## src/rtl/load_store_unit.sv

```systemverilog
// load_store_unit: RV32I data-memory access stage.
// Byte-lane steering, valid/ready bus handshake, load extension, timeout.
module load_store_unit #(
  parameter int unsigned MAX_WAIT = 255
) (
  input  logic        clk,
  input  logic        reset,
  input  logic        req_i,
  input  logic        we_i,
  input  logic [2:0]  funct3_i,
  input  logic [31:0] addr_i,
  input  logic [31:0] wdata_i,
  output logic        stall_o,
  output logic        done_o,
  output logic [31:0] rdata_o,
  output logic        misalign_o,
  output logic        bus_err_o,
  output logic        mem_valid_o,
  input  logic        mem_ready_i,
  output logic        mem_we_o,
  output logic [31:0] mem_addr_o,
  output logic [3:0]  mem_be_o,
  output logic [31:0] mem_wdata_o,
  input  logic [31:0] mem_rdata_i,
  input  logic        mem_rvalid_i
);

  localparam int CW = (MAX_WAIT > 1) ? $clog2(MAX_WAIT) : 1;

  typedef enum logic [1:0] {
    S_IDLE, S_REQ, S_WAIT_R, S_DONE
  } state_t;

  state_t r_state, w_next;

  logic          r_valid, w_valid;
  logic          r_we, w_we;
  logic [31:0]   r_addr, w_addr;
  logic [3:0]    r_be, w_be;
  logic [31:0]   r_wdata, w_wdata;
  logic [2:0]    r_f3, w_f3;
  logic [1:0]    r_off, w_off;
  logic          r_done, w_done;
  logic          r_mis, w_mis;
  logic          r_berr, w_berr;
  logic [31:0]   r_rdata, w_rdata;
  logic [CW-1:0] r_cnt, w_cnt;

  logic          w_is_b, w_is_h, w_is_w;
  logic          w_bad;
  logic [3:0]    w_be_in;
  logic [31:0]   w_wd_in;
  logic [7:0]    w_byte;
  logic [15:0]   w_half;
  logic [31:0]   w_ext;
  logic          w_tmo;

  assign w_is_b = funct3_i[1:0] == 2'b00;
  assign w_is_h = funct3_i[1:0] == 2'b01;
  assign w_is_w = funct3_i[1:0] == 2'b10;

  // Illegal encoding for the direction, or a misaligned H/W access
  assign w_bad =
    (we_i ? (funct3_i[2] | (funct3_i[1:0] == 2'b11))
          : ((funct3_i[1:0] == 2'b11) | (funct3_i == 3'b110)))
    | (w_is_h & addr_i[0])
    | (w_is_w & (addr_i[1:0] != 2'b00));

  // Lane steering of the incoming request
  always_comb begin
    w_be_in = 4'b1111;
    w_wd_in = wdata_i;
    unique case (1'b1)
      w_is_b: begin
        w_be_in = 4'b0001 << addr_i[1:0];
        w_wd_in = {4{wdata_i[7:0]}};
      end
      w_is_h: begin
        w_be_in = addr_i[1] ? 4'b1100 : 4'b0011;
        w_wd_in = {2{wdata_i[15:0]}};
      end
      default: ;
    endcase
  end

  // Lane extraction and extension of returned load data
  always_comb begin
    w_byte = mem_rdata_i[{r_off, 3'b000} +: 8];
    w_half = r_off[1] ? mem_rdata_i[31:16] : mem_rdata_i[15:0];
    w_ext  = mem_rdata_i;
    unique case (1'b1)
      r_f3[1:0] == 2'b00:
        w_ext = {{24{~r_f3[2] & w_byte[7]}}, w_byte};
      r_f3[1:0] == 2'b01:
        w_ext = {{16{~r_f3[2] & w_half[15]}}, w_half};
      default: ;
    endcase
  end

  assign w_tmo = (MAX_WAIT != 0) && (r_cnt == CW'(MAX_WAIT - 1));

  // Next-state and next-output logic
  always_comb begin
    w_next  = r_state;
    w_valid = r_valid;
    w_we    = r_we;
    w_addr  = r_addr;
    w_be    = r_be;
    w_wdata = r_wdata;
    w_f3    = r_f3;
    w_off   = r_off;
    w_done  = 1'b0;
    w_mis   = 1'b0;
    w_berr  = 1'b0;
    w_rdata = r_rdata;
    w_cnt   = r_cnt + 1'b1;
    unique case (r_state)
      S_IDLE: begin
        if (req_i) begin
          if (w_bad) begin
            w_next = S_DONE;
            w_done = 1'b1;
            w_mis  = 1'b1;
          end else begin
            w_next  = S_REQ;
            w_valid = 1'b1;
            w_we    = we_i;
            w_addr  = {addr_i[31:2], 2'b00};
            w_be    = w_be_in;
            w_wdata = w_wd_in;
            w_f3    = funct3_i;
            w_off   = addr_i[1:0];
            w_cnt   = '0;
          end
        end
      end
      S_REQ: begin
        if (mem_ready_i) begin
          w_valid = 1'b0;
          w_cnt   = '0;
          if (r_we) begin
            w_next = S_DONE;
            w_done = 1'b1;
          end else begin
            w_next = S_WAIT_R;
          end
        end else if (w_tmo) begin
          w_valid = 1'b0;
          w_next  = S_DONE;
          w_done  = 1'b1;
          w_berr  = 1'b1;
        end
      end
      S_WAIT_R: begin
        if (mem_rvalid_i) begin
          w_rdata = w_ext;
          w_next  = S_DONE;
          w_done  = 1'b1;
        end else if (w_tmo) begin
          w_next = S_DONE;
          w_done = 1'b1;
          w_berr = 1'b1;
        end
      end
      S_DONE: w_next = S_IDLE;
      default: w_next = S_IDLE;
    endcase
  end

  // State and registered outputs
  always_ff @(posedge clk or negedge reset) begin
    if (!reset) begin
      r_state <= S_IDLE;
      r_valid <= 1'b0;
      r_we    <= 1'b0;
      r_addr  <= '0;
      r_be    <= '0;
      r_wdata <= '0;
      r_f3    <= '0;
      r_off   <= '0;
      r_done  <= 1'b0;
      r_mis   <= 1'b0;
      r_berr  <= 1'b0;
      r_rdata <= '0;
      r_cnt   <= '0;
    end else begin
      r_state <= w_next;
      r_valid <= w_valid;
      r_we    <= w_we;
      r_addr  <= w_addr;
      r_be    <= w_be;
      r_wdata <= w_wdata;
      r_f3    <= w_f3;
      r_off   <= w_off;
      r_done  <= w_done;
      r_mis   <= w_mis;
      r_berr  <= w_berr;
      r_rdata <= w_rdata;
      r_cnt   <= w_cnt;
    end
  end

  assign stall_o     = req_i & ~r_done;
  assign done_o      = r_done;
  assign rdata_o     = r_rdata;
  assign misalign_o  = r_mis;
  assign bus_err_o   = r_berr;
  assign mem_valid_o = r_valid;
  assign mem_we_o    = r_we;
  assign mem_addr_o  = r_addr;
  assign mem_be_o    = r_be;
  assign mem_wdata_o = r_wdata;

endmodule

```

## config.mk

```make
export PLATFORM = sky130hd
export DESIGN_NAME = load_store_unit
export DESIGN_NICKNAME = d
export VERILOG_FILES = /design/src/rtl/load_store_unit.sv
export SDC_FILE = /design/constraint.sdc
export NUM_CORES = 1
export LEC_CHECK = 0
export CORE_ASPECT_RATIO = 1.2
export CORE_MARGIN = 10
export CORE_UTILIZATION = 40
export CTS_CLUSTER_SIZE = 24
export DETAILED_ROUTE_END_ITERATION = 6
export GPL_ROUTABILITY_DRIVEN = 0
export GPL_TIMING_DRIVEN = 1
export PLACE_DENSITY = 0.77
export SYNTH_ARGS = -nofsm -noshare
export SYNTH_HDL_FRONTEND = slang
export SYNTH_SLANG_ARGS = --single-unit
```

## constraint.sdc

```tcl
create_clock -name clk -period 1.9 [get_ports clk]
set_clock_uncertainty 0.1 [all_clocks]
set_input_delay 0.38 -clock clk [delete_from_list [all_inputs] [get_ports clk]]
set_output_delay 0.38 -clock clk [all_outputs]
set_load 0.05 [all_outputs]
```

# Word-level counts from Yosys, hierarchy flattened
# Cells that the tools add are included.
[totals] reg_bits=118 out_inout_bits=106 wordCells=81
[op_classes] addsub=1 eq_ne=12 shifts=2 muxes=33 n_bitwise=12 n_reduce_logical=8
[ops] operator="case mux 32 bit (2 select lines)" n=2
[ops] operator="variable part select 32 x 6 -> 8 bit" n=1
[ops] operator="2-to-1 mux 8 bit" n=3
[ops] operator="2-to-1 mux 16 bit" n=1
[ops] operator="case mux 8 bit (2 select lines)" n=1
[ops] operator="2-to-1 mux 1 bit" n=15
[ops] operator="2-to-1 mux 2 bit" n=5
[ops] operator="adder 8 x 1 -> 8 bit (second input constant)" n=1
[ops] operator="equality test 2 bit (second input constant)" n=4
[ops] operator="equality test 8 bit (second input constant)" n=1
[ops] operator="case mux 2 bit (4 select lines)" n=1
[ops] operator="case mux 4 bit (2 select lines)" n=1
[ops] operator="equality test 2 x 1 -> 1 bit (second input constant)" n=3
[ops] operator="logical NOT 2 bit" n=3
[ops] operator="bitwise AND 1 bit" n=5
[ops] operator="2-to-1 mux 4 bit" n=1
[ops] operator="!= test 2 bit (second input constant)" n=2
[ops] operator="bitwise OR 1 bit" n=4
[ops] operator="case mux 1 bit (2 select lines)" n=2
[ops] operator="AND reduction 4 bit" n=1
[ops] operator="nonzero test 2 bit" n=2
[ops] operator="<< shifter 1 x 2 -> 4 bit (first input constant)" n=1
[ops] operator="equality test 3 bit (second input constant)" n=1
[ops] operator="!= test 3 bit (second input constant)" n=1
[ops] operator="other kinds (4)" n=6

# Longest topological paths before layout
[logic_depth] depth_word=8 mapped_depth=8

# Least setup slack after synthesis
# Ideal clock, no wire load.
[synth_timing] path_kind="reg2reg" start="register r_state[0]" end="register r_rdata[22] (netlist: rdata_o[22])" arrival_ps=1804 required_ps=1717 setup_slack_ps=-87 path_stages_with_launch=8 path_buffers=1 path_cell_list="dfrtp_1 -> inv_1 -> ha_1 -> nand2_1 -> nor3_1 -> clkbuf_1 -> a21oi_1 -> o21ai_0"
[synth_between] elab_chain_cells=2
[synth_lines] element="start, declared" line="34" source="state_t r_state, w_next;"
[synth_lines] element="start signal, assigned" line="187" source="r_state <= w_next;"
[synth_lines] element="equality test 2 bit" line="117" source="unique case (r_state)"
[synth_lines] element="AND reduction 2 bit (no line)"
[synth_lines] element="end signal, assigned" line="198" source="r_rdata <= w_rdata;"
[synth_lines] element="end, declared" line="46" source="logic [31:0] r_rdata, w_rdata;"
# No other way between the ends.
# A chain may end at the register's enable or synchronous reset.

# Worst setup path in the final report
[layout_timing] start="input port we_i" end="register r_cnt[4]"
[layout_between] elab_chain_cells=6
[layout_lines] element="start, declared" line="9" source="input logic we_i,"
[layout_lines] element="2-to-1 mux 1 bit" line="64" source="(we_i ? (funct3_i[2] | (funct3_i[1:0] == 2'b11))"
[layout_lines] element="bitwise OR 1 bit" line="66" source="| (w_is_h & addr_i[0])"
[layout_lines] element="bitwise OR 1 bit" line="67" source="| (w_is_w & (addr_i[1:0] != 2'b00));"
[layout_lines] element="2-to-1 mux 8 bit" line="120" source="if (w_bad) begin"
[layout_lines] element="2-to-1 mux 8 bit" line="119" source="if (req_i) begin"
[layout_lines] element="case mux 8 bit (2 select lines)" line="117"
[layout_lines] element="named net w_cnt[4]" line="47" source="logic [CW-1:0] r_cnt, w_cnt;"
[layout_lines] element="end signal, assigned" line="199" source="r_cnt <= w_cnt;"
[layout_lines] element="end, declared" line="47"
# The timed path passes the listed nets, and every way through them passes these cells.

==> run_results.csv <==
group,metric,value,unit
yosys,post_synth.cell_area_avg,10.88,um2
routing,wl,18.51,mm
worst_setup_path,rr_worst_depth,6,
yosys,netlist.area_leader.share,53.23,%
pwr,power_frac_comb,53.8,%
clock_tree,clk_path_buf_depth,2,
placement,dpl.hpwl,14.17,mm
sta,slew_violations,0,
yosys,synth_area_leaders,"dfrtp_1 53%, mux2_2 10%, o21ai_0 5.4%, mux2i_1 4.7%, nand2_1 3.6%",
sta,finalSetupViolCount,0,
global_routing,grt_usage,19.23,%
clock_tree,cts_setup_buffers,0,
clock_tree,h-tree-depth,4,
pwr,pwr-share-clk,18.9,%
global_routing,grt_pass1_wl,29.41,mm
yosys,synth-seq-cells,118,
sta,fin_tns_setup,0,ps
routing,dr.pass1.iters,4,
worst_setup_path,cp.arrival,2010,ps
layout,fin_nets,851,
hold_path,hp-class,"primary input to asynchronous set/reset pin",
pwr,p_total,16.76,mW
sta,hold_viol,0,
worst_setup_path,critPathCaptureType,"flop",
pwr,pwr-share-seq,27.3,%
floorplanning,core-area,13700,um2
sta,max_freq,542.9,MHz
layout,drive_gt1_share,31.34,%
floorplanning,floorplan.initialDensity,40.49,%
job,maxCapViolCount,0,
clock_tree,clk_latency,400,ps
clock_tree,cts.clk_slew.worst_paths,60,ps
floorplanning,rows,47,
yosys,synth-async-reset-ratio,100.0,%
sta,timing.final.crit_share,96.94,%
routing,drc,0,
yosys,post_synth_num_cell_types,39,
layout,fin_util,61.90,%
clock_tree,clock-root-buffer,"clkbuf_16",
worst_setup_path,critPathMaxFanout,8,
yosys,synth-edff-count,0,
yosys,ys_seq_area_share,53.23,%
worst_setup_path,crit_type,"primary input to flop",
worst_setup_path,required,2070,ps
worst_setup_path,startpoint_type,"primary input",
yosys,yosys.area.top_type,"dfrtp_1",
yosys,synth_common_cells,"118 x dfrtp_1, 60 x o21ai_0, 53 x nand2_1",
yosys,synth.cell_area,5548,um2
sta,rsz0062_at_grt,"false",
routing,post_drt_wl_per_cell,20.04,um
yosys,synth.most_common_cell,"dfrtp_1",
pwr,peakVddDrop,1.194,mV
routing,ant_nets,0,
yosys,synthFlopType,"dfrtp_1",
pwr,power_density,1976,nW/um2
layout,area_growth_syn_to_layout,52.89,%
yosys,yosysWarnings,0,
placement,io_buffers,208,
floorplanning,die_area,19000,um2
global_routing,grt_antenna_before_repair,0,
pwr,p_int,8.741,mW
pwr,netSwitchingFraction,47.85,%
global_routing,grt_max_degree,46,
clock_tree,cts_tree,"built",
layout,diodes,0,
pwr,p_leak,3.888,nW
floorplanning,die_w,127.5,um
routing,drtIter0Drc,368,
status,outcome,"complete, no violations",
routing,num_vias,4910,
floorplanning,die_y,149.0,um
routing,vias_per_cell,5.314,
clock_tree,cts.sinks,118,
global_routing,grt_pass1_vias,5368,
floorplanning,io_pins,211,
global_routing,overflow,0,
yosys,syn_inst,510,
sta,timing.final.crit_period,1842,ps
pwr,p_switching,8.022,mW
clock_tree,cts_buffers,17,
final timing paths:
| kind | start | end | slack [ps] |
|---|---|---|---|
| worst max register to register | r_state[1]$_DFFE_PN0N_ | r_cnt[4]$_DFF_PN0_ | 110 |
| min in group clk | mem_wdata_o[29]$_DFFE_PN0P_ | mem_wdata_o[29]$_DFFE_PN0P_ | 380 |
| worst max-delay path | we_i | r_cnt[4]$_DFF_PN0_ | 60 |
| worst min register to register | mem_wdata_o[29]$_DFFE_PN0P_ | mem_wdata_o[29]$_DFFE_PN0P_ | 380 |
| worst min-delay path | reset | bus_err_o$_DFF_PN0_ | 350 |
| max in group asynchronous | reset | mem_wdata_o[9]$_DFFE_PN0P_ | 770 |
cells by family (layout without fill, tap and decap cells):
family,Yosys count,in the layout,synth area share [%]
xor gates and xnor gates,6,6,0.9474
other,1,2,0.06759
and+or+nand+nor,124,124,10.19
muxes,82,82,17.28
buffers and inverters,42,284,3.338
DFF,118,118,53.23
AOI/OAI and AO/OA,131,131,13.60
adders and majority gates,6,6,1.353
what timing repair did:
action	4_1_cts	5_1_grt
gates resized for setup	5	1
pin swaps	2	0
hold endpoints to repair	23	0
endpoints found under the setup margin	51	1
hold buffers	1	0
gates cloned	2	0
sequential cells by signal, summed over array words and instances, names as in the netlist, 2 cells and up:
name / flops
mem_addr_o: 30
r_off: 2
rdata_o: 32
mem_wdata_o: 32
r_f3: 3
mem_be_o: 4
r_cnt: 8
r_state: 2
layout make-up:
cell class	instances	area [um2]
flip-flops and latches	118	2953
repair buffers	245	2265
well taps	171	214.0
clock inverters	14	152.6
fillers	1122	5220
multi-input cells	351	2432
clock buffers	18	439.2
inverters	7	26.28
worst max-delay path, cell delays in order:
cell             delay [ps]
clkdlybuf4s50_1         450
a221o_1                 410
a21o_4                  290
a21oi_2                 360
nor2_1                  110
per-layer routing:
metal | up-vias | global-route usage (%) | wire [um]
li1 | 2273 | - | -
met1 | 2411 | 21.75 | 7127
met2 | 209 | 32.33 | 9274
met3 | 17 | 7.646 | 1835
met4 | 0 | 6.385 | 276
met5 | - | 0 | 0
power by group through the flow:
stage	sequential, mW	combinational, mW	clock [mW]
floorplan	8.10	2.24	0
global placement	4.51	8.84	0
detailed placement	4.59	9.02	0
CTS	4.57	9.09	3.23
global route	4.73	9.53	3.33
finish	4.57	9.02	3.17
layout by cell type, fill, tap and decap left out, types with 2 or more instances in the layout:
master,n
buf_4,129
dfrtp_1,118
clkdlybuf4s50_1,99
o21ai_0,60
nand2_1,52
mux2_2,50
a21oi_1,38
nor2_1,27
mux2i_1,26
nand3_1,17
clkbuf_16,17
o211ai_1,16
buf_12,10
nand3b_1,9
inv_1,7
mux4_2,6
ha_1,6
clkinv_4,6
and3_1,5
a221o_1,4
nor2b_1,4
dlygate4sd2_1,4
nand2b_1,3
xor2_1,3
xnor2_1,3
clkinv_2,3
nand4_1,2
o21a_1,2
o21bai_1,2
a31oi_1,2
conb_1,2
bufinv_16,2
inv_6,2
stage by stage:
step	hold slack, ps	setup slack [ps]	instance area, um2	std cells
floorplan	-15.59	28.55	5563	511
global placement	219.6	-427.2	7823	889
detailed placement	229.0	-484.6	7823	889
CTS	338.4	50.22	8479	924
global route	370.7	17.23	8482	924
finish	345.4	58.14	8482	924
Power figures use the tool's default switching activity.
